--- src/rtl/coherence_bus_controller_pkg.sv ---
// Shared types for the coherence bus controller.
//   word_t      : 32-bit bus word
//   ramstate_t  : RAM port handshake state
//   cc_state_t  : controller FSM state encoding, with IDLE..UPGRADE constants
package coherence_bus_controller_pkg;

    typedef logic [31:0] word_t;

    typedef enum logic [1:0] {
        FREE   = 2'd0,
        BUSY   = 2'd1,
        ACCESS = 2'd2,
        ERROR  = 2'd3
    } ramstate_t;

    typedef logic [2:0] cc_state_t;

    localparam cc_state_t IDLE    = 3'd0;
    localparam cc_state_t SNOOP   = 3'd1;
    localparam cc_state_t C2C     = 3'd2;
    localparam cc_state_t RAM_RD  = 3'd3;
    localparam cc_state_t RAM_WR  = 3'd4;
    localparam cc_state_t IFETCH  = 3'd5;
    localparam cc_state_t UPGRADE = 3'd6;

endpackage

--- src/rtl/coherence_bus_controller_rr_arbiter_2.sv ---
// Two-way round-robin arbiter.
//   clk, rst   : clock, asynchronous active-high reset (pointer -> requester 0)
//   req[1:0]   : request vector
//   advance    : a granted transaction has completed; flip the pointer
//   gnt_valid  : some request is present
//   gnt_idx    : winning requester (pointer side first)
module rr_arbiter_2 (
    input  logic       clk,
    input  logic       rst,
    input  logic [1:0] req,
    input  logic       advance,
    output logic       gnt_valid,
    output logic       gnt_idx
);

    logic ptr;

    always_ff @(posedge clk or posedge rst) begin
        if (rst) begin
            ptr <= 1'b0;
        end else if (advance) begin
            ptr <= ~ptr;
        end
    end

    always_comb begin
        gnt_valid = |req;
        if (req[ptr]) begin
            gnt_idx = ptr;
        end else begin
            gnt_idx = ~ptr;
        end
    end

endmodule

--- src/rtl/coherence_bus_controller.sv ---
// Shared RAM port arbiter and MSI snoop controller for two CPUs.
//   CLK, RST                       : clock, asynchronous active-high reset
//   iREN, iaddr / iwait, iload     : icache request and response
//   dREN, dWEN, daddr, dstore      : dcache request
//   ccwrite, cctrans               : dcache coherence intent
//   dwait, dload                   : dcache response
//   ccwait, ccinv, ccsnoopaddr     : snoop hold / invalidate to the other cache
//   ramaddr, ramstore, ramREN/WEN  : RAM request
//   ramload, ramstate              : RAM response
//
// state   | meaning
// --------+-----------------------------------------------------------
// IDLE    | arbitrate; dcache beats icache, round-robin within each
// SNOOP   | one cycle probing the other dcache for a modified copy
// C2C     | snooped cache supplies data and writes it back to RAM
// RAM_RD  | dcache read from RAM, snooped cache held
// RAM_WR  | dcache eviction write-back
// IFETCH  | icache read from RAM
// UPGRADE | one-cycle S->M upgrade, invalidate the other copy
module coherence_bus_controller
    import coherence_bus_controller_pkg::*;
#(
    parameter int CPUS = 2
) (
    input  logic                   CLK,
    input  logic                   RST,
    input  logic [CPUS-1:0]        iREN,
    input  logic [CPUS-1:0]        dREN,
    input  logic [CPUS-1:0]        dWEN,
    input  logic [CPUS-1:0][31:0]  iaddr,
    input  logic [CPUS-1:0][31:0]  daddr,
    input  logic [CPUS-1:0][31:0]  dstore,
    input  logic [CPUS-1:0]        ccwrite,
    input  logic [CPUS-1:0]        cctrans,
    input  logic [31:0]            ramload,
    input  ramstate_t              ramstate,
    output logic [CPUS-1:0]        iwait,
    output logic [CPUS-1:0]        dwait,
    output logic [CPUS-1:0][31:0]  iload,
    output logic [CPUS-1:0][31:0]  dload,
    output logic [31:0]            ramaddr,
    output logic [31:0]            ramstore,
    output logic                   ramREN,
    output logic                   ramWEN,
    output logic [CPUS-1:0]        ccwait,
    output logic [CPUS-1:0]        ccinv,
    output logic [CPUS-1:0][31:0]  ccsnoopaddr
);

    if (CPUS != 2) begin : g_cpus_check
        $error("coherence_bus_controller supports exactly 2 CPUs");
    end

    cc_state_t     state, state_nxt;
    logic          req_q, req_nxt;
    logic          ig_q, ig_nxt;
    logic          inv_q, inv_nxt;
    logic          snp;
    logic          ram_done;
    logic [CPUS-1:0] dreq;
    logic          d_gv, d_gi, i_gv, i_gi;
    logic          d_adv, i_adv;

    assign snp      = ~req_q;
    // ERROR is deliberately not a completion: the access is retried as if BUSY.
    assign ram_done = (ramstate == ACCESS);

    // A dcache only competes when it has something the FSM can act on:
    // a read, an eviction write-back, or a pure S->M upgrade. dWEN with
    // cctrans is a snoop response, not a request.
    always_comb begin
        dreq = '0;
        for (int c = 0; c < CPUS; c++) begin
            dreq[c] = dREN[c]
                    | (dWEN[c] & ~cctrans[c])
                    | (cctrans[c] & ccwrite[c] & ~dREN[c] & ~dWEN[c]);
        end
    end

    rr_arbiter_2 u_d_arb (
        .clk       (CLK),
        .rst       (RST),
        .req       (dreq),
        .advance   (d_adv),
        .gnt_valid (d_gv),
        .gnt_idx   (d_gi)
    );

    rr_arbiter_2 u_i_arb (
        .clk       (CLK),
        .rst       (RST),
        .req       (iREN),
        .advance   (i_adv),
        .gnt_valid (i_gv),
        .gnt_idx   (i_gi)
    );

    always_comb begin
        state_nxt = state;
        req_nxt   = req_q;
        ig_nxt    = ig_q;
        inv_nxt   = inv_q;
        d_adv     = 1'b0;
        i_adv     = 1'b0;
        case (state)
            IDLE: begin
                if (d_gv) begin
                    req_nxt = d_gi;
                    if (dREN[d_gi]) begin
                        state_nxt = SNOOP;
                    end else if (dWEN[d_gi]) begin
                        state_nxt = RAM_WR;
                    end else begin
                        state_nxt = UPGRADE;
                    end
                end else if (i_gv) begin
                    ig_nxt    = i_gi;
                    state_nxt = IFETCH;
                end
            end
            UPGRADE: begin
                d_adv     = 1'b1;
                state_nxt = IDLE;
            end
            SNOOP: begin
                // Invalidate decision is frozen here so C2C/RAM_RD hold it
                // even if the requester changes ccwrite mid-transaction.
                inv_nxt   = ccwrite[req_q];
                state_nxt = dWEN[snp] ? C2C : RAM_RD;
            end
            C2C, RAM_RD, RAM_WR: begin
                if (ram_done) begin
                    d_adv     = 1'b1;
                    state_nxt = IDLE;
                end
            end
            IFETCH: begin
                if (ram_done) begin
                    i_adv     = 1'b1;
                    state_nxt = IDLE;
                end
            end
            default: state_nxt = IDLE;
        endcase
    end

    always_ff @(posedge CLK or posedge RST) begin
        if (RST) begin
            state <= IDLE;
            req_q <= 1'b0;
            ig_q  <= 1'b0;
            inv_q <= 1'b0;
        end else begin
            state <= state_nxt;
            req_q <= req_nxt;
            ig_q  <= ig_nxt;
            inv_q <= inv_nxt;
        end
    end

    // Outputs decode from registered state only (strobes never see ramstate),
    // so an asynchronous reset returns every output to idle immediately.
    always_comb begin
        iwait       = '1;
        dwait       = '1;
        iload       = '0;
        dload       = '0;
        ramaddr     = '0;
        ramstore    = '0;
        ramREN      = 1'b0;
        ramWEN      = 1'b0;
        ccwait      = '0;
        ccinv       = '0;
        ccsnoopaddr = '0;
        case (state)
            UPGRADE: begin
                ccwait[snp]      = 1'b1;
                ccinv[snp]       = 1'b1;
                ccsnoopaddr[snp] = daddr[req_q];
                dwait[req_q]     = 1'b0;
            end
            SNOOP: begin
                ccwait[snp]      = 1'b1;
                ccinv[snp]       = ccwrite[req_q];
                ccsnoopaddr[snp] = daddr[req_q];
            end
            C2C: begin
                ccwait[snp]      = 1'b1;
                ccinv[snp]       = inv_q;
                ccsnoopaddr[snp] = daddr[req_q];
                ramWEN           = 1'b1;
                ramaddr          = daddr[snp];
                ramstore         = dstore[snp];
                dload[req_q]     = dstore[snp];
                if (ram_done) begin
                    dwait[req_q] = 1'b0;
                    dwait[snp]   = 1'b0;
                end
            end
            RAM_RD: begin
                ccwait[snp]      = 1'b1;
                ccinv[snp]       = inv_q;
                ccsnoopaddr[snp] = daddr[req_q];
                ramREN           = 1'b1;
                ramaddr          = daddr[req_q];
                dload[req_q]     = ramload;
                if (ram_done) begin
                    dwait[req_q] = 1'b0;
                end
            end
            RAM_WR: begin
                ramWEN   = 1'b1;
                ramaddr  = daddr[req_q];
                ramstore = dstore[req_q];
                if (ram_done) begin
                    dwait[req_q] = 1'b0;
                end
            end
            IFETCH: begin
                ramREN      = 1'b1;
                ramaddr     = iaddr[ig_q];
                iload[ig_q] = ramload;
                if (ram_done) begin
                    iwait[ig_q] = 1'b0;
                end
            end
            default: ;
        endcase
    end

endmodule

--- config.mk ---
export PLATFORM = sky130hd
export DESIGN_NAME = coherence_bus_controller
export DESIGN_NICKNAME = d
export VERILOG_FILES = /design/src/rtl/coherence_bus_controller_pkg.sv /design/src/rtl/coherence_bus_controller_rr_arbiter_2.sv /design/src/rtl/coherence_bus_controller.sv
export SDC_FILE = /design/constraint.sdc
export NUM_CORES = 1
export LEC_CHECK = 0
export BUFFER_PORTS_ARGS = -buffer_cell sky130_fd_sc_hd__buf_2
export CAP_MARGIN = 25
export CELL_PAD_IN_SITES_DETAIL_PLACEMENT = 1
export CELL_PAD_IN_SITES_GLOBAL_PLACEMENT = 1
export CORE_AREA = 2 2 193 195
export DETAILED_ROUTE_END_ITERATION = 6
export DIE_AREA = 0 0 195 197
export PLACE_DENSITY = 0.62
export SYNTH_ARGS = -nofsm -noshare
export SYNTH_HDL_FRONTEND = slang
export SYNTH_HIERARCHICAL = 1
export SYNTH_SLANG_ARGS = --single-unit
--- constraint.sdc ---
create_clock -name CLK -period 4.2 [get_ports CLK]
set_clock_uncertainty 0.15 [all_clocks]
set_input_delay 0.84 -clock CLK [delete_from_list [all_inputs] [get_ports CLK]]
set_output_delay 0.84 -clock CLK [all_outputs]
set_load 0.02 [all_outputs]
Word level (Yosys, flattened, before mapping)
Cells that the tools add are included. Widths: inputs -> output; s select.

Register bits: 8. Bits in latches: 0. RAM bits: 0. Memory bits (read-only): 0. Bits of input ports: 238. Logic and storage cells: 132. Memories kept: 0.

$add $sub $neg: 0. $mul: 0. Divide/modulo/power cells: 0. Magnitude comparators: 9. Equal/unequal tests: 9. Shifts and indexed selects: 0. Mux-type cells: 60. Bitwise logic cells: 32. Reduce and logical (&&, ||, !) cells: 16.

Operators with widths (count): $mux 32 (13); $and 64x64->64 (4); $mux 64 (2); $pmux 64 s2 (1); $demux 32 s1 (3); $pmux 32 s3 (1); $pmux 32 s2 (1); $mux 1 (22); $lt 1x2->1 const B (6); $mux 2 (6); $mux 3 (4); $pmux 2 s3 (2); $reduce_or 2->1 (6); $not 1->1 (10); $eq 3x3->1 const B (3); $pmux 3 s3 (1); $and 1x1->1 (8); $reduce_or 4->1 (2); $and 2x2->2 (3); $eq 3x2->1 const B (2); $not 2->2 (3); $or 1x1->1 (4); $reduce_and 2->1 (2); $demux 1 s1 (3); 10 further kinds (14).

Depth between registers and ports, before layout
Word-level depth: 13. Mapped depth: 9.

By module
Netlist, hierarchy kept.

Modules (own cells, without submodules): coherence_bus_controller (instances 1, cells an instance 749, area an instance 4683.2 um^2, sequential area each 150.1 um^2); rr_arbiter_2 (instances 2, cells an instance 6, area an instance 52.6 um^2, sequential area each 25.0 um^2).

Worst setup path before layout
OpenSTA, ideal clock, no wires.

Kind: register to output. Start point: register state[2]. End point: output port ramaddr[0]. Arrival: 1604 ps. Required time: 3210 ps. Setup slack: 1606 ps. Cell stages (with the launch flop): 7. Cell sequence: dfrtp_1 -> buf_2 -> inv_1 -> ha_1 -> clkbuf_1 -> clkbuf_1 -> o21a_1.

Word-level cells in the longest chain between the ends: 3. Elaborated cells on any way between the ends: 6. Those cells by class: eq/ne (4); mux (1); reduce/logical (1).

Ends and longest elaborated chain: from (decl) (RTL line coherence_bus_controller.sv:54) `cc_state_t state, state_nxt;`; from (signal assigned) (RTL line coherence_bus_controller.sv:154) `state <= state_nxt;`; $eq 3x2->1 or $eq 3x3->1 (tied branches) (RTL line coherence_bus_controller.sv:175) `case (state)`; $reduce_or 2->1 (no source line); $pmux 32 s3 * (RTL line coherence_bus_controller.sv:175); to (decl) (RTL line coherence_bus_controller.sv:41) `output logic [31:0] ramaddr,`.

Mark *: on every way between the ends. The rest lies on a longest branch, timed or not.

Worst setup path in the final report
Start point: register state[1]. End point: output port ramaddr[26].

Same word-level chain as after synthesis.

==> flow_summary.yaml <==
run_status:
  status: "finished clean"
clock_network:
  cts-resized-gates: 0
  cts.sinks: 8
  cts.reportedPaths.clkPinSlew_ns: 0.04
  clk_path_buf_depth: 2
  cts_setup_buffers: 0
  cts_tree: "done"
  clock_latency_ns: 0.23
  cts_root_buf: "clkbuf_16"
  cts_buffers: 3
  htreeDepth: 1
  ctsHoldBuffers: 0
sta:
  clock.fmax_mhz: 284
  worst-slew-pin-transition_ns: 0.722
  finalCritPeriodShare_pct: 83.8
  finalSetupTns_ns: 0
  drv_slew: 0
  fin_crit_ns: 3.52
  setup_ws_ns: 0.681
  rsz0062_at_grt: "no"
  setup_violations: 0
  slew_headroom_pct: 51.9
  hold_viol: 0
logic_synthesis:
  synth_xor_area_share_pct: 0.366
  yosys_warnings: 6
  synth.area.top_cells: "mux2i_1 (21%), and3_1 (13%), a221oi_1 (12%), nand2_1 (9.0%), a21oi_1 (7.4%)"
  synth_edf_count: 0
  ys_ff_latch: 8
  synth_top_area_cell: "mux2i_1"
  yosysMostFrequentCell: "nand2_1"
  synth-simple-area-share_pct: 34.6
  ys_top_cells_by_count: "nand2_1 (115), and3_1 (99), mux2i_1 (99), a21oi_1 (71), nor2_1 (69)"
  synth_compound_area_share_pct: 30.4
  synth_top_family_by_area: "simple AND/OR/NAND/NOR gates"
  synth.area.mux_share_pct: 21.2
  syn_nets: 1001
  syn_area_sq_mm: 0.00479
  syn_inst: 761
  ys_async_sr_fraction_pct: 100
  synthAdderAreaFrac_pct: 0.523
  yosysUniqueCellTypes: 36
  ys_seq_area_share_pct: 4.18
  synth_top_area_share_pct: 20.7
  synth.avg_cell_area_sq_um: 6.29
  synth_top_flop_cell: "dfrtp_1"
die:
  die_w_um: 195
  die_h_um: 197
  io_pins: 504
  die-area_sq_mm: 0.0384
  fp-row-count: 70
  start_util_pct: 13.2
  core_sq_mm: 0.0363
place:
  gp_congestion: 0.874
  dp_hpwl_mm: 28.6
  port_buffers: 503
  pre_cts_ws_ns: 0.905
setup_path:
  start_kind: "flip-flop"
  crit_required_ns: 3.21
  r2r-end: "state[1]$_DFFE_PP0P_"
  reg2reg_depth: 6
  slowest_stage: "dfrtp_1"
  cp_max_fo: 19
  cp-end-kind: "output port"
  max_stage_delay_ns: 0.51
  worstPathCellList: "nor2b_1, nand2b_1, buf_4, o22ai_1, o21a_1, buf_2"
  cp_data_arrival_time_ns: 2.53
  crit_type: "reg2out"
  r2r_slack_ns: 1.98
  rr_startpoint: "state[2]$_DFFE_PP0P_"
final_layout:
  nets: 1445
  final_layout_size_suffix_gt1_share_pct: 45.5
  area.growth.synth_to_final_pct: 63.5
routing:
  vias: 7912
  wirelength_mm: 35.2
  first_iter_violations: 221
  wire_per_inst_um: 21.0
  dr.pass1.iters: 4
  vias_per_cell: 4.73
  drc: 0
  ant_nets: 0
power_and_ir_drop:
  p_leak_nw: 4.75
  vdd_drop_max_v: 0.000234
  power.density_mw_per_mm2: 545
grt:
  grt_pass1_wl_mm: 50.4
  antenna_found_initial: 5
  grt_pass1_vias: 7996
  overflow: 0
  grt_max_degree: 69
  grt_use_total_pct: 17.0
run:
  drv_cap: 0
min_path:
  hp-class: "in2async"
cell usage in the layout, fill, tap and decap left out, drive strengths merged, types with 32 or more instances in the layout:
cell,netlist,routed
a221oi,65,65
and2,36,36
mux2i,99,99
a21oi,71,71
o22ai,32,32
nor2,69,69
buf,37,528
and3,99,99
nand2,115,115
o21a,32,32
kinds of logic after synthesis:
group / after synthesis
compound gates: 213
xor+xnor: 2
fa+ha+maj: 2
buf+inv: 98
flops: 8
mux: 101
simple gates: 337
registers in the layout, indices dropped and copies added (netlist names):
name / cells
ig_q: 1
req_q: 1
inv_q: 1
state: 3
u_d_arb/ptr: 1
u_i_arb/ptr: 1
routing by layer:
metal | vias up | GRT usage, % | routed length, um
li1 | 3685 | - | -
met2 | 363 | 33.8 | 18900
met5 | - | 0 | 18
met4 | 2 | 4.78 | 878
met3 | 38 | 2.34 | 2200
met1 | 3824 | 18.5 | 13200
layout make-up:
type / instances / area [sq um]
Fill cell: 4696 / 28400
Multi-Input combinational cell: 655 / 4200
Timing Repair Buffer: 528 / 2720
Tap cell: 468 / 586
Sequential cell: 8 / 208
Clock buffer: 3 / 75.1
Inverter: 9 / 33.8
Antenna cell: 2 / 5.00
stage by stage:
| stage | hold WS, ns | total power [mW] | area (sq um) | std cells | utilization (%) |
|---|---|---|---|---|---|
| floorplan | 0.300 | 2.75 | 4790 | 761 | - |
| global placement | 0.325 | 4.13 | 7750 | 1668 | 21.4 |
| detailed placement | 0.336 | 4.18 | 7750 | 1668 | 21.4 |
| CTS | 0.306 | 4.36 | 7820 | 1671 | 21.6 |
| global route | 0.317 | 4.62 | 7830 | 1673 | 21.6 |
| finish | 0.312 | 4.27 | 7830 | 1673 | 21.6 |
worst max path at each step:
stage	from	end	slack (ns)
finish	state[1]$_DFFE_PP0P_	ramaddr[26]	0.68
global route	state[2]$_DFFE_PP0P_	ramaddr[4]	0.49
CTS	state[1]$_DFFE_PP0P_	ramaddr[4]	0.65
detailed placement	state[1]$_DFFE_PP0P_	ramaddr[4]	0.91
global placement	state[1]$_DFFE_PP0P_	ramaddr[4]	0.94
floorplan	state[2]$_DFFE_PP0P_	ramaddr[0]	1.61
power breakdown:
| part | leakage (nW) | internal (mW) | switching, mW |
|---|---|---|---|
| clock network | 0.0370 | 0.123 | 0.0396 |
| logic | 4.62 | 1.34 | 2.49 |
| registers | 0.0974 | 0.117 | 0.156 |
| total | 4.75 | 1.58 | 2.69 |
worst max-delay path: cells and delay by family (launching register included):
kind | cells | cell delay (ns)
buffers and inverters | 2 | 0.58
AND/OR/NAND/NOR | 2 | 0.84
AO/OA/AOI/OAI | 2 | 0.33
flip-flops | 1 | 0.51
(Power assumes the default switching activity.)
